--- src/rtl/fmap_pkg.sv ---
// Shared types and defaults for the feature-map stream writer.
package fmap_pkg;
  localparam int DATA_W_DEF = 32;
  localparam int ADDR_W_DEF = 16;

  typedef enum logic [1:0] {
    ST_IDLE  = 2'd0,
    ST_RUN   = 2'd1,
    ST_DRAIN = 2'd2,
    ST_DONE  = 2'd3
  } fsm_state_e;
endpackage

--- src/rtl/fmap_sync_fifo.sv ---
// Synchronous FIFO with registered head; a push on full is accepted only
// when a pop frees the slot in the same cycle.
module fmap_sync_fifo
  import fmap_pkg::*;
#(
  parameter int DATA_W = DATA_W_DEF,
  parameter int DEPTH  = 16,
  localparam int AW    = $clog2(DEPTH),
  localparam int CW    = AW + 1
) (
  input  logic              clk,
  input  logic              rst,
  input  logic              push_i,
  input  logic              pop_i,
  input  logic [DATA_W-1:0] din_i,
  output logic [DATA_W-1:0] dout_o,
  output logic              full_o,
  output logic              empty_o,
  output logic [CW-1:0]     count_o
);
  logic [DATA_W-1:0] mem_q [DEPTH];
  logic [AW-1:0]     wr_ptr_q, rd_ptr_q;
  logic [CW-1:0]     count_q;
  logic              push_ok, pop_ok;

  assign empty_o = (count_q == '0);
  assign full_o  = (count_q == CW'(DEPTH));
  assign count_o = count_q;
  assign dout_o  = mem_q[rd_ptr_q];
  assign pop_ok  = pop_i && !empty_o;
  assign push_ok = push_i && (!full_o || pop_ok);

  always_ff @(posedge clk) begin
    if (push_ok) mem_q[wr_ptr_q] <= din_i;
  end

  always_ff @(posedge clk) begin
    if (rst) begin
      wr_ptr_q <= '0;
      rd_ptr_q <= '0;
      count_q  <= '0;
    end else begin
      if (push_ok) wr_ptr_q <= wr_ptr_q + AW'(1);
      if (pop_ok)  rd_ptr_q <= rd_ptr_q + AW'(1);
      case ({push_ok, pop_ok})
        2'b10:   count_q <= count_q + CW'(1);
        2'b01:   count_q <= count_q - CW'(1);
        default: count_q <= count_q;
      endcase
    end
  end
endmodule

--- src/rtl/fmap_stream_writer.sv ---
// Activation stream sink: buffers words in a skid FIFO and writes them to
// FM SRAM at Base_Addr+n. Optional Zero_Cnt output under `ZERO_COUNT_EN.
module fmap_stream_writer
  import fmap_pkg::*;
#(
  parameter int DATA_W     = DATA_W_DEF,
  parameter int ADDR_W     = ADDR_W_DEF,
  parameter int FIFO_DEPTH = 16,
  parameter int AFULL_LVL  = 12
) (
  input  logic              clk,
  input  logic              rst,
  input  logic              Start,
  input  logic [ADDR_W-1:0] Base_Addr,
  input  logic [ADDR_W-1:0] Num_Words,
  input  logic [DATA_W-1:0] Data_In,
  input  logic              Valid_In,
  output logic              Ready_Out,
  output logic              Mem_Wr_En,
  output logic [ADDR_W-1:0] Mem_Addr,
  output logic [DATA_W-1:0] Mem_Wr_Data,
  input  logic              Mem_Wr_Ack,
  output logic              Busy,
  output logic              Done,
  output logic              Overflow
`ifdef ZERO_COUNT_EN
  ,
  output logic [ADDR_W-1:0] Zero_Cnt
`endif
);
  localparam int CW = $clog2(FIFO_DEPTH) + 1;
  localparam logic [CW-1:0] AFULL_C = CW'(AFULL_LVL);

  fsm_state_e        state_q, state_d;
  logic [ADDR_W-1:0] base_q, num_q, rx_q, wr_q, pushed_q;
  logic              ovf_q;
  logic              take, push_ok, pop, start_ok;
  logic              f_full, f_empty;
  logic [CW-1:0]     f_count;
  logic [DATA_W-1:0] f_head;

  fmap_sync_fifo #(.DATA_W(DATA_W), .DEPTH(FIFO_DEPTH)) u_fifo (
    .clk     (clk),
    .rst     (rst),
    .push_i  (take),
    .pop_i   (pop),
    .din_i   (Data_In),
    .dout_o  (f_head),
    .full_o  (f_full),
    .empty_o (f_empty),
    .count_o (f_count)
  );

  // Every qualified word consumes an rx slot, even when the FIFO drops it.
  assign take     = (state_q == ST_RUN) && Valid_In && (rx_q < num_q);
  assign pop      = Mem_Wr_Ack && !f_empty;
  assign push_ok  = take && (!f_full || pop);
  assign start_ok = (state_q == ST_IDLE) && Start;

  always_comb begin
    state_d = state_q;
    case (state_q)
      ST_IDLE:  if (Start) state_d = (Num_Words == '0) ? ST_DONE : ST_RUN;
      ST_RUN:   if (rx_q == num_q) state_d = ST_DRAIN;
      ST_DRAIN: if (wr_q == pushed_q) state_d = ST_DONE;
      ST_DONE:  state_d = ST_IDLE;
      default:  state_d = ST_IDLE;
    endcase
  end

  always_ff @(posedge clk) begin
    if (rst) begin
      state_q  <= ST_IDLE;
      base_q   <= '0;
      num_q    <= '0;
      rx_q     <= '0;
      wr_q     <= '0;
      pushed_q <= '0;
      ovf_q    <= 1'b0;
    end else begin
      state_q <= state_d;
      if (start_ok) begin
        base_q   <= Base_Addr;
        num_q    <= Num_Words;
        rx_q     <= '0;
        wr_q     <= '0;
        pushed_q <= '0;
        ovf_q    <= 1'b0;
      end else begin
        if (take)             rx_q     <= rx_q + ADDR_W'(1);
        if (push_ok)          pushed_q <= pushed_q + ADDR_W'(1);
        if (take && !push_ok) ovf_q    <= 1'b1;
        if (pop)              wr_q     <= wr_q + ADDR_W'(1);
      end
    end
  end

`ifdef ZERO_COUNT_EN
  logic [ADDR_W-1:0] zero_q;
  always_ff @(posedge clk) begin
    if (rst || start_ok)            zero_q <= '0;
    else if (pop && f_head == '0)   zero_q <= zero_q + ADDR_W'(1);
  end
  assign Zero_Cnt = zero_q;
`endif

  // Address/data forced to zero when idle so stale FIFO contents never show.
  assign Mem_Wr_En   = !f_empty;
  assign Mem_Addr    = f_empty ? '0 : base_q + wr_q;
  assign Mem_Wr_Data = f_empty ? '0 : f_head;
  assign Ready_Out   = (state_q == ST_RUN) && (f_count < AFULL_C);
  assign Busy        = (state_q == ST_RUN) || (state_q == ST_DRAIN);
  assign Done        = (state_q == ST_DONE);
  assign Overflow    = ovf_q;
endmodule
--- config.mk ---
export PLATFORM = sky130hd
export DESIGN_NAME = fmap_stream_writer
export DESIGN_NICKNAME = d
export VERILOG_FILES = /design/src/rtl/fmap_pkg.sv /design/src/rtl/fmap_sync_fifo.sv /design/src/rtl/fmap_stream_writer.sv
export SDC_FILE = /design/constraint.sdc
export NUM_CORES = 1
export LEC_CHECK = 0
export ABC_AREA = 1
export CAP_MARGIN = 0
export CELL_PAD_IN_SITES_DETAIL_PLACEMENT = 1
export CELL_PAD_IN_SITES_GLOBAL_PLACEMENT = 2
export CORE_ASPECT_RATIO = 0.8
export CORE_MARGIN = 4
export CORE_UTILIZATION = 35
export CTS_CLUSTER_DIAMETER = 80
export CTS_CLUSTER_SIZE = 25
export DETAILED_ROUTE_END_ITERATION = 8
export PLACE_DENSITY = 0.71
export SLEW_MARGIN = 10
export SYNTH_ARGS = -nofsm -noshare
export SYNTH_HDL_FRONTEND = slang
export SYNTH_HIERARCHICAL = 1
export SYNTH_SLANG_ARGS = --single-unit
--- constraint.sdc ---
create_clock -name clk -period 3.81 [get_ports clk]
set_clock_uncertainty 0.2 [all_clocks]
set_input_delay 0.762 -clock clk [delete_from_list [all_inputs] [get_ports clk]]
set_output_delay 0.762 -clock clk [all_outputs]
set_load 0.005 [all_outputs]
==> Yosys cells after proc, flatten, opt, wreduce, memory -nomap -nowiden <==
Memory sizes are Yosys's and may differ from the RTL's. A register that Yosys moved wholly into a read port is not among the register bits.
Cells that the tools add are included.
{ "word_totals": {"ram_bits": 512, "reg_bits": 96, "out_inout_bits": 53, "input_bits": 69, "wordCells": 65, "memories": 1} }
{ "memory_table": {"columns": ["name", "depth", "word_bits", "read_ports", "rd_ports_with_merged_regs", "write_ports", "line_no", "rtl"], "rows": [
  ["u_fifo.mem_q", 16, 32, 1, 1, 1, "fmap_sync_fifo.sv:21", "logic [DATA_W-1:0] mem_q [DEPTH];"]
]} }
{ "op_classes": {"mux": 12, "n_lt_le_gt_ge": 2, "addsub": 8, "reduce_logical": 21, "eq_ne": 11} }
{ "ops": {"columns": ["op", "count"], "rows": [
  ["adder 16 x 1 -> 16 bit (second input constant)", 3],
  ["== test 16 bit", 2],
  ["two-way mux 32 bit", 1],
  ["adder 16 bit", 1],
  ["zero test 16 bit", 1],
  ["< comparator 16 bit", 1],
  ["two-way mux 16 bit", 1],
  ["case mux 5 bit (2 select lines)", 1],
  ["logical AND 1 bit", 9],
  ["adder 4 x 1 -> 4 bit (second input constant)", 2],
  ["two-way mux 2 bit", 4],
  ["two-way mux 4 bit", 2],
  ["case mux 2 bit (4 select lines)", 1],
  ["== test 2 bit (second input constant)", 3],
  ["adder 5 x 1 -> 5 bit (second input constant)", 1],
  ["== test 5 bit (second input constant)", 1],
  ["zero test 5 bit", 1],
  ["< comparator 5 x 4 -> 1 bit (second input constant)", 1],
  ["subtractor 5 x 1 -> 5 bit (second input constant)", 1],
  ["== test 2 x 1 -> 1 bit (second input constant)", 2],
  ["!= test 2 bit (second input constant)", 2],
  ["zero test 1 bit", 3],
  ["logical OR 1 bit", 3],
  ["AND reduction 3 bit", 1],
  ["5 further kinds", 6]
]} }

==> Longest topological paths before layout <==
{ "depth": {"ltp_word": 8, "depth_mapped": 22, "mapped_depth_nobuf": 22} }

==> Modules after synthesis <==
The synthesis kept the hierarchy.
{ "by_module_without_submodules": {"columns": ["module", "area_per_inst_um2", "n_inst", "cells_each", "seq_area_each_um2"], "rows": [
  ["fmap_sync_fifo", 21818.4, 1, 1744, 15715.1],
  ["fmap_stream_writer", 5818.1, 1, 933, 1661.6]
]} }

==> Worst setup path before layout <==
No wires, ideal clock.
{ "synth_path": {"path_type": "input -> register", "startpoint": "input Valid_In", "endpoint": "memory u_fifo/mem_q[0][0] (netlist bit) (enable)", "arrival_time_ns": 3.159, "setup_slack_ns": 0.030, "required_time_ns": 3.189, "stages": 10, "path_buffers": 0, "setup_ns": 0.421, "path_cell_list": "nand2_1 > nor3b_2 > nand2_2 > nor2_8 > nand2_4 > inv_2 > o21ai_2 > inv_2 > nand2_1 > nor2_1"} }
{ "synth_between": {"elab_chain_len": 5} }
{ "synth_lines": {"columns": ["element", "line_no", "rtl"], "rows": [
  ["from (decl)", "fmap_stream_writer.sv:17", "input logic Valid_In,"],
  ["logical AND 1 bit (2 in series)", "fmap_stream_writer.sv:55", "assign take = (state_q == ST_RUN) && Valid_In && (rx_q < num_q);"],
  ["named net take", "fmap_stream_writer.sv:37", "logic take, push_ok, pop, start_ok;"],
  ["logical AND 1 bit", "fmap_sync_fifo.sv:31", "assign push_ok = push_i && (!full_o || pop_ok);"],
  ["two-way mux 1 bit", "fmap_sync_fifo.sv:34", "if (push_ok) mem_q[wr_ptr_q] <= din_i;"],
  ["two-way mux 1 bit (not written as such)", "fmap_sync_fifo.sv:34", null],
  ["to (decl)", "fmap_sync_fifo.sv:21", null]
]} }
The timed path passes the listed nets, and every way through them passes these cells.

==> impl_results.md <==
* Outcome: complete, no violations
* DR WL/cell at 20.5 um
* Setup CP Type: flop to primary output
* Die X at 322 um
* Design area at 31800 um^2
* Full die area at 83600 um^2
* Routed WL at 78.5 mm
* CTS tree: done
* Gate Count Post-Synth at 2677
* CTS clk-pin slew, worst paths at 0.09 ns
* Register area share after synthesis at 0.629
* Post-route total power at 15800 uW
* Number of global-route vias before repair at 19.7k
* DR vias at 19.6k
* Max-cap viol count at 0
* Worst slew margin at 0.513
* Primary FF master, synth: edfxtp_1
* Post-Synthesis Cell Area at 27600 um^2
* Seq cells post-synth at 612
* Starting Density at 0.356
* Placed Area at 30200 um^2
* DP HPWL at 48.9 mm
* Critical path endpoint category: primary output
* Hold_buf cts at 0
* Synth-to-layout area growth at 14.9%
* Final setup TNS at 0 ns
* Final min period at 3.69 ns
* DRT iter0 DRCs at 1383
* Multi-input logic area at 8080 um^2
* # rows at 91
* Cell variety after synth at 38
* Synth top area cells: edfxtp_1, dfxtp_1, inv_1
* Synth Area per Inst at 10.3 um^2
* Clock sink total at 612
* Synthesized Nets at 2795
* DRC errors left at 0
* Placer congestion estimate at 0.793
* Pins over their slew limit at 0
* Slew @ Worst Pin at 0.730 ns
* Static leakage power at 0.0116 uW
* Share of layout cells above drive strength 1 at 0.0792
* Reg area at 17400 um^2
* Most frequent cells in the layout: edfxtp_1, inv_1, nand2_1, nand3_1, a21oi_1
* Yosys warns at 6
* GRT Overall Usage at 0.183
* Vias per cell at 5.11
* Largest net degree at the start of global routing at 105
* Clock Latency Late Sink at 0.57 ns
* Worst Hold Class: flop to flop
* First-pass GRT wire length at 119 mm
* Peak Freq at 271 MHz
* Die Height at 259 um
* CORE AREA at 77700 um^2
* PortBufs at 121
* Power per cell area at 496 nW/um^2
* Hold Slack at 0.272 ns
* Final core utilization at 0.409
* Unrepaired setup endpoints after global routing: true
* Worst Path Arrival at 2.73 ns
* R2r setup slk at 0.76 ns
* Most common cell after layout, fill and taps aside: edfxtp_1
* Nets at 2903
* CTS buffer count at 35
* FFs w/ async S/R, synth at 0
* Area leader, netlist: edfxtp_1
* Drt first pass iters at 5
* Worst setup SP type: flop
* Ports at 122
* CP Data Required Time at 2.85 ns
* H-Tree Depth at 2
* Post-route ant nets at 0
* Crit share post-route at 0.968
* Synth top area share at 0.556
* Setup violations, final at 0
* Max IR drop VDD at 0.000255 V
* Root Buffer: clkbuf_16
* Clock tree buffer depth at 3
* Post-synth EDFFs at 512
* Global route overflow at 0
* CP max FO at 52
* Fill cells at 8549
* Initial antenna violation count at 1
* Final hold violation count at 0
[critical path, cell delays in order, from the launching register on]
cell and delay, ns:
dfxtp_4 0.42, buf_4 0.18, buf_4 0.16, clkbuf_16 0.23
a21oi_1 0.18, o21ai_1 0.11, nand3_1 0.09, nand3_1 0.08
nand2_1 0.08, inv_1 0.04, nor2_1 0.08, clkdlybuf4s50_1 0.50
[final timing paths]
kind,to,cells past startpoint,start
setup / recovery,Mem_Wr_Data[16],11,flop
hold / removal,num_q[7]$_SDFFE_PP0P_,2,num_q[7]$_SDFFE_PP0P_
setup reg to reg,u_fifo/mem_q[5][13]$_DFFE_PP_,13,state_q[1]$_SDFFE_PP0P_
hold reg to reg,num_q[7]$_SDFFE_PP0P_,2,num_q[7]$_SDFFE_PP0P_
[logic make-up after synthesis]
family / synth area share
simple gates: 0.142
flops: 0.629
compound gates: 0.112
buf+inv: 0.0878
fa+ha+maj: 0.0227
xor+xnor: 0.00602
[state kept, by name, summed over array words and instances, names as in the netlist, named ones only]
register and flops:
u_fifo/mem_q 512, base_q 16, num_q 16, pushed_q 16, rx_q 16, wr_q 16
u_fifo/count_o 5, u_fifo/rd_ptr_q 4, u_fifo/wr_ptr_q 4, state_q 2, Overflow 1
[metal layers]
metal / global-route usage / part of all wire / vias up
met2: 0.298 / 0.46 / 274
met1: 0.267 / 0.49 / 9896
met3: 0.0188 / 0.031 / 61
met5: 0 / 0 / -
met4: 0.0343 / 0.014 / 0
li1: - / - / 9347
[Yosys cell counts (2+ instances only)]
master	number
edfxtp_1	512
inv_1	402
nand2_1	385
nand3_1	266
a21oi_1	212
nor2_1	195
o211ai_1	129
dfxtp_1	100
o21ai_0	96
o21ai_1	96
ha_1	47
buf_6	45
clkbuf_1	41
buf_2	23
nand4_1	19
nor3_1	18
xor2_1	15
buf_1	14
inv_2	10
nand2_2	8
clkbuf_2	6
a21o_1	5
nand3b_1	4
xnor2_1	4
buf_4	3
nor2_4	3
nor3_2	3
a21oi_2	2
fa_1	2
o21a_1	2
o21bai_1	2
or2_2	2
[cell type report]
type | instances | area share
multi-input combinational | 1521 | 0.254
timing repair buffer | 203 | 0.0731
tap | 1023 | 0.0403
clock inverter | 14 | 0.00583
inverter | 412 | 0.0487
sequential | 612 | 0.548
antenna | 2 | 0.000158
clock buffer | 42 | 0.0297
[metrics by stage]
| step | cells | worst slack, ns |
|---|---|---|
| after global routing | 3828 | -0.0687 |
| after global placement | 3751 | 0.203 |
| after detailed placement | 3751 | 0.240 |
| final | 3829 | 0.120 |
| after floorplan | 2677 | 0.0296 |
| after CTS | 3818 | 0.00590 |
[power breakdown]
part / switching, uW / internal, uW / leakage [uW]
clock: 2330 / 1930 / 0.000553
combinational: 2350 / 1520 / 0.00558
sequential: 159 / 7480 / 0.00543
total: 4840 / 10900 / 0.0116
[repair_timing]
action | CTS | global route
buffers inserted | 10 | 6
setup endpoints to repair | 38 | 23
gates resized for setup | 21 | 35
cloned | 1 | 3
Note: power is estimated with default switching activity, not from simulation.
